$ cat src/rtl/pipe_pkg.sv
// pipe_pkg: shared definitions for the EX/MEM pipeline stage register.
// Holds the control-field width, the packed EX/MEM control layout and the
// all-zeros bubble value that is driven downstream whenever no entry is valid.
package pipe_pkg;

  localparam int CTRL_W_DEF = 12;
  localparam int DATA_W_DEF = 160;

  // EX/MEM control field, MSB first. Any write enable in here must be zero
  // in a bubble, which the all-zeros constant below guarantees.
  typedef struct packed {
    logic       memRead;
    logic       memWrite;
    logic [1:0] bhw;
    logic       regWrite;
    logic       regDst;
    logic [1:0] memToReg;
    logic       branch;
    logic       jump;
    logic       aluSrc;
    logic       spare;
  } ex_mem_ctrl_t;

  localparam ex_mem_ctrl_t CTRL_BUBBLE = '0;

endpackage

$ cat src/rtl/pipe_stage_entry.sv
// pipe_stage_entry: one valid + ctrl + data holding register.
// rst clears everything including payload; clear only drops valid so the
// payload keeps its last value. The ctrl output is masked to the bubble
// value whenever the entry is not valid.
module pipe_stage_entry
  import pipe_pkg::*;
#(
  parameter int DATA_W = 160,
  parameter int CTRL_W = 12
) (
  input  logic              clk,
  input  logic              rst,
  input  logic              load,
  input  logic              clear,
  input  logic [CTRL_W-1:0] inCtrl,
  input  logic [DATA_W-1:0] inData,
  output logic              valid,
  output logic [CTRL_W-1:0] ctrl,
  output logic [DATA_W-1:0] data
);

  logic              validQ;
  logic [CTRL_W-1:0] ctrlQ;
  logic [DATA_W-1:0] dataQ;

  // Entry register: reset wipes payload, clear only invalidates, load captures.
  always_ff @(posedge clk) begin
    if (rst) begin
      validQ <= 1'b0;
      ctrlQ  <= '0;
      dataQ  <= '0;
    end else if (clear) begin
      validQ <= 1'b0;
    end else if (load) begin
      validQ <= 1'b1;
      ctrlQ  <= inCtrl;
      dataQ  <= inData;
    end
  end

  assign valid = validQ;
  assign ctrl  = validQ ? ctrlQ : CTRL_W'(CTRL_BUBBLE);
  assign data  = dataQ;

endmodule

$ cat src/rtl/pipe_stage_reg.sv
// pipe_stage_reg: EX/MEM pipeline stage register with valid/ready flow control.
// Handshake: an entry moves across a port on a rising edge where both valid
// and ready are high; valid never depends on ready of the same port.
// Build option PIPE_STAGE_REG_SKID_EN: two entries (main + skid) with a
// registered in_ready; otherwise a single entry with pass-through in_ready.
module pipe_stage_reg
  import pipe_pkg::*;
#(
  parameter int DATA_W = 160,
  parameter int CTRL_W = 12
) (
  input  logic              clk,
  input  logic              rst,
  input  logic              in_valid,
  output logic              in_ready,
  input  logic [CTRL_W-1:0] in_ctrl,
  input  logic [DATA_W-1:0] in_data,
  input  logic              flush,
  output logic              out_valid,
  input  logic              out_ready,
  output logic [CTRL_W-1:0] out_ctrl,
  output logic [DATA_W-1:0] out_data,
  output logic [1:0]        occupancy
);

  logic              mainValid;
  logic              mainLoad;
  logic              mainClear;
  logic [CTRL_W-1:0] mainInCtrl;
  logic [DATA_W-1:0] mainInData;
  logic              accept;
  logic              emit;

  assign accept = in_valid && in_ready;
  assign emit   = mainValid && out_ready;

`ifdef PIPE_STAGE_REG_SKID_EN

  logic              skidValid;
  logic              skidLoad;
  logic              skidClear;
  logic [CTRL_W-1:0] skidCtrl;
  logic [DATA_W-1:0] skidData;

  // Skid register is a flop output, so in_ready has no path from out_ready.
  assign in_ready = !skidValid;

  // Steer loads: refill main from skid first, else from the input; park the
  // input in skid only when main is held and not draining.
  always_comb begin
    mainLoad   = 1'b0;
    mainClear  = 1'b0;
    skidLoad   = 1'b0;
    skidClear  = 1'b0;
    mainInCtrl = in_ctrl;
    mainInData = in_data;
    if (flush) begin
      mainClear = 1'b1;
      skidClear = 1'b1;
    end else if (skidValid) begin
      if (emit) begin
        mainLoad   = 1'b1;
        mainInCtrl = skidCtrl;
        mainInData = skidData;
        skidClear  = 1'b1;
      end
    end else if (!mainValid) begin
      mainLoad = accept;
    end else if (emit) begin
      mainLoad  = accept;
      mainClear = !accept;
    end else begin
      skidLoad = accept;
    end
  end

  pipe_stage_entry #(.DATA_W(DATA_W), .CTRL_W(CTRL_W)) uSkid (
    .clk    (clk),
    .rst    (rst),
    .load   (skidLoad),
    .clear  (skidClear),
    .inCtrl (in_ctrl),
    .inData (in_data),
    .valid  (skidValid),
    .ctrl   (skidCtrl),
    .data   (skidData)
  );

  assign occupancy = {1'b0, mainValid} + {1'b0, skidValid};

`else

  // Single entry: free a slot in the same cycle the held entry leaves.
  assign in_ready = !mainValid || out_ready;

  // Load on accept (which also covers replace-on-emit), else drop on emit.
  always_comb begin
    mainInCtrl = in_ctrl;
    mainInData = in_data;
    mainLoad   = !flush && accept;
    mainClear  = flush || (emit && !accept);
  end

  assign occupancy = {1'b0, mainValid};

`endif

  pipe_stage_entry #(.DATA_W(DATA_W), .CTRL_W(CTRL_W)) uMain (
    .clk    (clk),
    .rst    (rst),
    .load   (mainLoad),
    .clear  (mainClear),
    .inCtrl (mainInCtrl),
    .inData (mainInData),
    .valid  (mainValid),
    .ctrl   (out_ctrl),
    .data   (out_data)
  );

  assign out_valid = mainValid;

endmodule

$ cat config.mk
export PLATFORM = sky130hd
export DESIGN_NAME = pipe_stage_reg
export DESIGN_NICKNAME = d
export VERILOG_FILES = /design/src/rtl/pipe_pkg.sv /design/src/rtl/pipe_stage_entry.sv /design/src/rtl/pipe_stage_reg.sv
export SDC_FILE = /design/constraint.sdc
export NUM_CORES = 1
export LEC_CHECK = 0
export CORE_UTILIZATION = 42
export DETAILED_ROUTE_END_ITERATION = 6
export PLACE_DENSITY_LB_ADDON = 0.08
export SYNTH_ARGS = -nofsm -noshare
export SYNTH_HDL_FRONTEND = slang
export SYNTH_SLANG_ARGS = --single-unit
$ cat constraint.sdc
create_clock -name clk -period 1.7 [get_ports clk]
set_input_delay 0.34 -clock clk [delete_from_list [all_inputs] [get_ports clk]]
set_output_delay 0.34 -clock clk [all_outputs]
set_load 0.05 [all_outputs]
======== Word level (Yosys, flattened, before mapping) ========
Cells that the tools add are included.
W data, S select, Z words.
storage, ports and cells
  bits in registers ....................... 173
  logic and storage cells ................. 16
  output and inout bits ................... 176
cells by class
  reductions and logical operators ........ 11
  muxes and demuxes ....................... 1
  bitwise logic cells ..................... 1
operators by type and width
  kind                 count
  $mux W12             1
  $logic_and A1 B1 Y1  4
  $logic_not A1 Y1     3
  $logic_or A1 B1 Y1   2
  $reduce_and A2 Y1    1
  $reduce_or A2 Y1     1
  $not A1 Y1           1

======== Longest topological paths before layout ========
  depth after elaboration ................. 8
  depth in mapped cells ................... 6
  mapped depth without buffers ............ 3

======== Hierarchy ========
Synthesis repeated with hierarchy kept, for this count alone.
unflattened totals
  cells, all modules ...................... 807
  area total of the unflattened synthesis .. 8125.3 um2
by module, submodules not included
  module            area an instance (um2)  cells each  instances
  pipe_stage_entry  8072.7                  800         1
  pipe_stage_reg    52.6                    7           1

======== Worst setup path after synthesis ========
OpenSTA, ideal clock, no wires.
  path kind ............................... reg2out
  from .................................... register uMain.validQ (netlist: uMain.valid)
  to ...................................... output out_ctrl[0]
  buffers on the path ..................... 1
  data arrival time ....................... 1.358 ns
  cell stages (with the launch flop) ...... 3
  slack ................................... 0.002 ns
  required time ........................... 1.360 ns
  path through ............................ dfxtp_1 -> clkbuf_1 -> and2_1
between the ends
  longest elaborated chain between the ends .. 1
RTL lines
  element                 RTL line                source
  from (decl)             pipe_stage_entry.sv:22  logic validQ;
  from (signal assigned)  pipe_stage_entry.sv:29  validQ <= 1'b0;
  from (signal assigned)  pipe_stage_entry.sv:33  validQ <= 1'b0;
  from (signal assigned)  pipe_stage_entry.sv:35  validQ <= 1'b1;
  $mux W12                pipe_stage_entry.sv:42  assign ctrl = validQ ? ctrlQ : CTRL_W'(CTRL_BUBBLE);
  to (decl)               pipe_stage_reg.sv:21    output logic [CTRL_W-1:0] out_ctrl,
No other way between the ends.

======== Worst setup path in the final report ========
  from .................................... register uMain.validQ (netlist: uMain.valid)
  to ...................................... output out_ctrl[6]
The elaborated chain is that of the path after synthesis.

==> run metrics <==
post-cts hold buffer count=0; CTS tree=done; static leakage=4.866 nW; weighted congestion reported at the end of routability-driven placement=between 0.7 and 0.8; core area=18090 µm²; detailed placement HPWL=14550 µm; final critical-path share of the clock period=a little over nine tenths; 1st-pass router iterations=6; number of warning messages in the yosys log=0; setup repair after global routing missed its margin=false; cell type group with the largest total delay on the critical path=flip-flops; DRC=between 40 and 50; antenna violations before repair=0; effective utilization at floorplan=between 40% and 50%; area added between synthesis and finish=51.99%; Final Hold Slack=344.1 ps; CTS sink cnt=between 150 and 200; dpl cell area=roughly 11000 µm²; Highest Clock Rate=between 0.6 and 0.7 GHz; Vert. Die Dim=roughly 140 µm; Netlist Area Pre-Place=a little under 8000 µm²; category of the worst setup path launch point=flop; top area cells in the synthesized netlist=sky130_fd_sc_hd__dfxtp_1 44%, sky130_fd_sc_hd__nand2b_1 27%, sky130_fd_sc_hd__mux2i_1 22%; ant diodes=0; kind of critical path=flop to primary output; Worst path depth=3; post-synthesis register bit count=~170; buffering stage count on the worst path with inverters included=2; violated checks=DRC; Mean Syn Cell Area=roughly 10 µm²; sequential-to-total area share from yosys stat=between 40% and 50%; Min Clock Period, post-route=1620 ps; Seq. cell area=around 3500 µm²; worst clock skew=roughly 6.9 ps; leftover overflow at the end of global routing=0; routed wire length=20000 µm; Crit path largest cell delay=340 ps; All-Layer GR Usage=slightly above 20%; violation count after the first detailed-route iteration=238; R2R cell count=5; gate count of the mapped netlist=roughly 770; crit path max fanout=14; root buffer selected by CTS=sky130_fd_sc_hd__clkbuf_16; Worst-Skew Late Latency=about 430 ps; area of the die=19180 µm²; register clock-pin slew on the reported worst setup and hold paths=70 ps; number of failing setup endpoints in the final timing report=0; synth unique cells=15; Worst Hold Path Cells=3; first-pass GRT wire length=between 30000 and 40000 µm; Die X-Extent=roughly 140 µm; H-Tree Depth=4; pin count of the biggest net entering global routing=79; setup_tns=0 ps; power per cell area=just under 900 nW/µm²; multi-input combinational cell area=3996 µm²; total chip power=~10 mW; WL per Instance=14.94 µm; maximum buffer depth of the clock tree=2; maximum VDD drop=~0.7 mV; Post-Layout Inst Area=~12000 µm²; FP Rows=a little under 50; count of nets left with antenna violations after detail routing=0; Vias per Instance=about 4.6; number of filler instances in the final layout=roughly 1500; library cell occupying the most area in the post-synthesis netlist=sky130_fd_sc_hd__dfxtp_1; vias in the first global route=between 5000 and 6000; number of top-level pins=353; arrival time of the worst setup path=approximately 1300 ps; Vias=6134; Max-Cap Viols=0; share of cells above drive strength 1=roughly a fifth; I/O Buffers=351; cts bufs inserted=17; WP data required=1360 ps; net total in the final layout=1273; critical-path cell list=buf_6, and2_1, buf_12; number of hold violations in the final report=0; Hold Crit Class=primary input to flop; fin. max-slew vios=0; Post-Syn Nets=944; endpoint type of the worst setup path=primary output; post-synth top area share=around 44%; status=finished with violations; slowest cell on the critical path=sky130_fd_sc_hd__dfxtp_1
==> synthesized netlist by cell type (all sizes together) <==
library cell / count
inv: 1
buf: 24
nor2: 1
nor3b: 1
dfxtp: 173
conb: 1
and2: 12
mux2i: 172
clkbuf: 36
nand2b: 344
nor3: 1
nor2b: 1
==> routing by layer <==
| layer | track usage (%) | routed length, µm | vias to the layer above |
|---|---|---|---|
| met4 | 8.752 | 487 | 0 |
| li1 | - | - | 3109 |
| met2 | 35.88 | 9646 | 216 |
| met3 | 6.754 | 1707 | 31 |
| met1 | 23.43 | 8154 | 2778 |
| met5 | 0 | 0 | - |
==> registers in the layout, summed over array words and instances, names as in the netlist <==
signal / cells
uMain.data: 160
uMain.ctrlQ: 12
uMain.valid: 1
==> kinds of logic (layout without fill, tap and decap cells) <==
group / Yosys count / after routing / synth area share [%]
and+or+nand+nor: 360 / 360 / 28.90
buffers and inverters: 61 / 403 / 4.796
muxes: 172 / 172 / 22.00
other: 1 / 1 / 0.04792
DFF: 173 / 173 / 44.25
==> report_power, final <==
| group | leakage (nW) | switching, mW | total [mW] | internal, mW |
|---|---|---|---|---|
| clock | 0.286 | 1.74 | 3.82 | 2.08 |
| combinational | 3.17 | 1.21 | 2.23 | 1.02 |
| sequential | 1.42 | 0.111 | 4.38 | 4.27 |
==> cells in the final DEF (no fill, tap or decap) <==
| master | netlist | routed |
|---|---|---|
| sky130_fd_sc_hd__clkbuf_16 | 0 | 17 |
| sky130_fd_sc_hd__nor2b_4 | 1 | 1 |
| sky130_fd_sc_hd__dfxtp_1 | 173 | 173 |
| sky130_fd_sc_hd__and2_4 | 0 | 1 |
| sky130_fd_sc_hd__buf_4 | 12 | 165 |
| sky130_fd_sc_hd__inv_1 | 1 | 1 |
| sky130_fd_sc_hd__mux2i_1 | 172 | 172 |
| sky130_fd_sc_hd__nor3b_4 | 0 | 1 |
| sky130_fd_sc_hd__bufinv_16 | 0 | 1 |
| sky130_fd_sc_hd__clkinv_4 | 0 | 5 |
| sky130_fd_sc_hd__clkinv_2 | 0 | 3 |
| sky130_fd_sc_hd__nor3_1 | 1 | 1 |
| sky130_fd_sc_hd__and2_1 | 12 | 11 |
| sky130_fd_sc_hd__buf_6 | 1 | 2 |
| sky130_fd_sc_hd__conb_1 | 1 | 1 |
| sky130_fd_sc_hd__buf_12 | 0 | 28 |
| sky130_fd_sc_hd__nand2b_1 | 344 | 344 |
| sky130_fd_sc_hd__nor2_1 | 1 | 1 |
| sky130_fd_sc_hd__inv_6 | 0 | 5 |
| sky130_fd_sc_hd__clkbuf_8 | 0 | 1 |
| sky130_fd_sc_hd__clkdlybuf4s50_1 | 0 | 175 |
==> cell type report <==
| cell class | instances | share of cell area (%) |
|---|---|---|
| well taps | 229 | 2.409 |
| clock inverters | 14 | 1.115 |
| inverters | 1 | 0.03156 |
| clock buffers | 18 | 3.692 |
| flip-flops and latches | 173 | 29.12 |
| multi-input cells | 533 | 33.60 |
| repair buffers | 370 | 30.04 |
==> stage by stage <==
stage	cells	worst slack [ps]	utilization (%)
after floorplan	767	1.536	-
after global placement	1304	-161.4	62.49
after detailed placement	1304	-196.5	62.49
after CTS	1336	31.38	65.67
after global routing	1338	17.76	65.77
final	1338	79.62	65.77
==> what timing repair did <==
action | 4_1_cts | 5_1_grt
gates resized for setup | 1 | 1
setup buffers | 0 | 2
endpoints found under the setup margin | 5 | 3
==> worst register-to-register path, stage by stage, from the launching register on <==
cell	delay (ps)
sky130_fd_sc_hd__dfxtp_1	320
sky130_fd_sc_hd__nor2b_4	140
sky130_fd_sc_hd__nor3b_4	220
sky130_fd_sc_hd__buf_12	210
sky130_fd_sc_hd__buf_12	230
sky130_fd_sc_hd__mux2i_1	220
==> final timing paths <==
check	from	end	slack, ps
max reg2reg	uMain.valid	uMain.data[9]	290
min	rst	uMain.data[37]	340
min reg2reg	uMain.ctrlQ[11]	uMain.ctrlQ[11]	470
max	uMain.valid	out_ctrl[6]	80
Note: power is estimated with default switching activity, not from simulation.
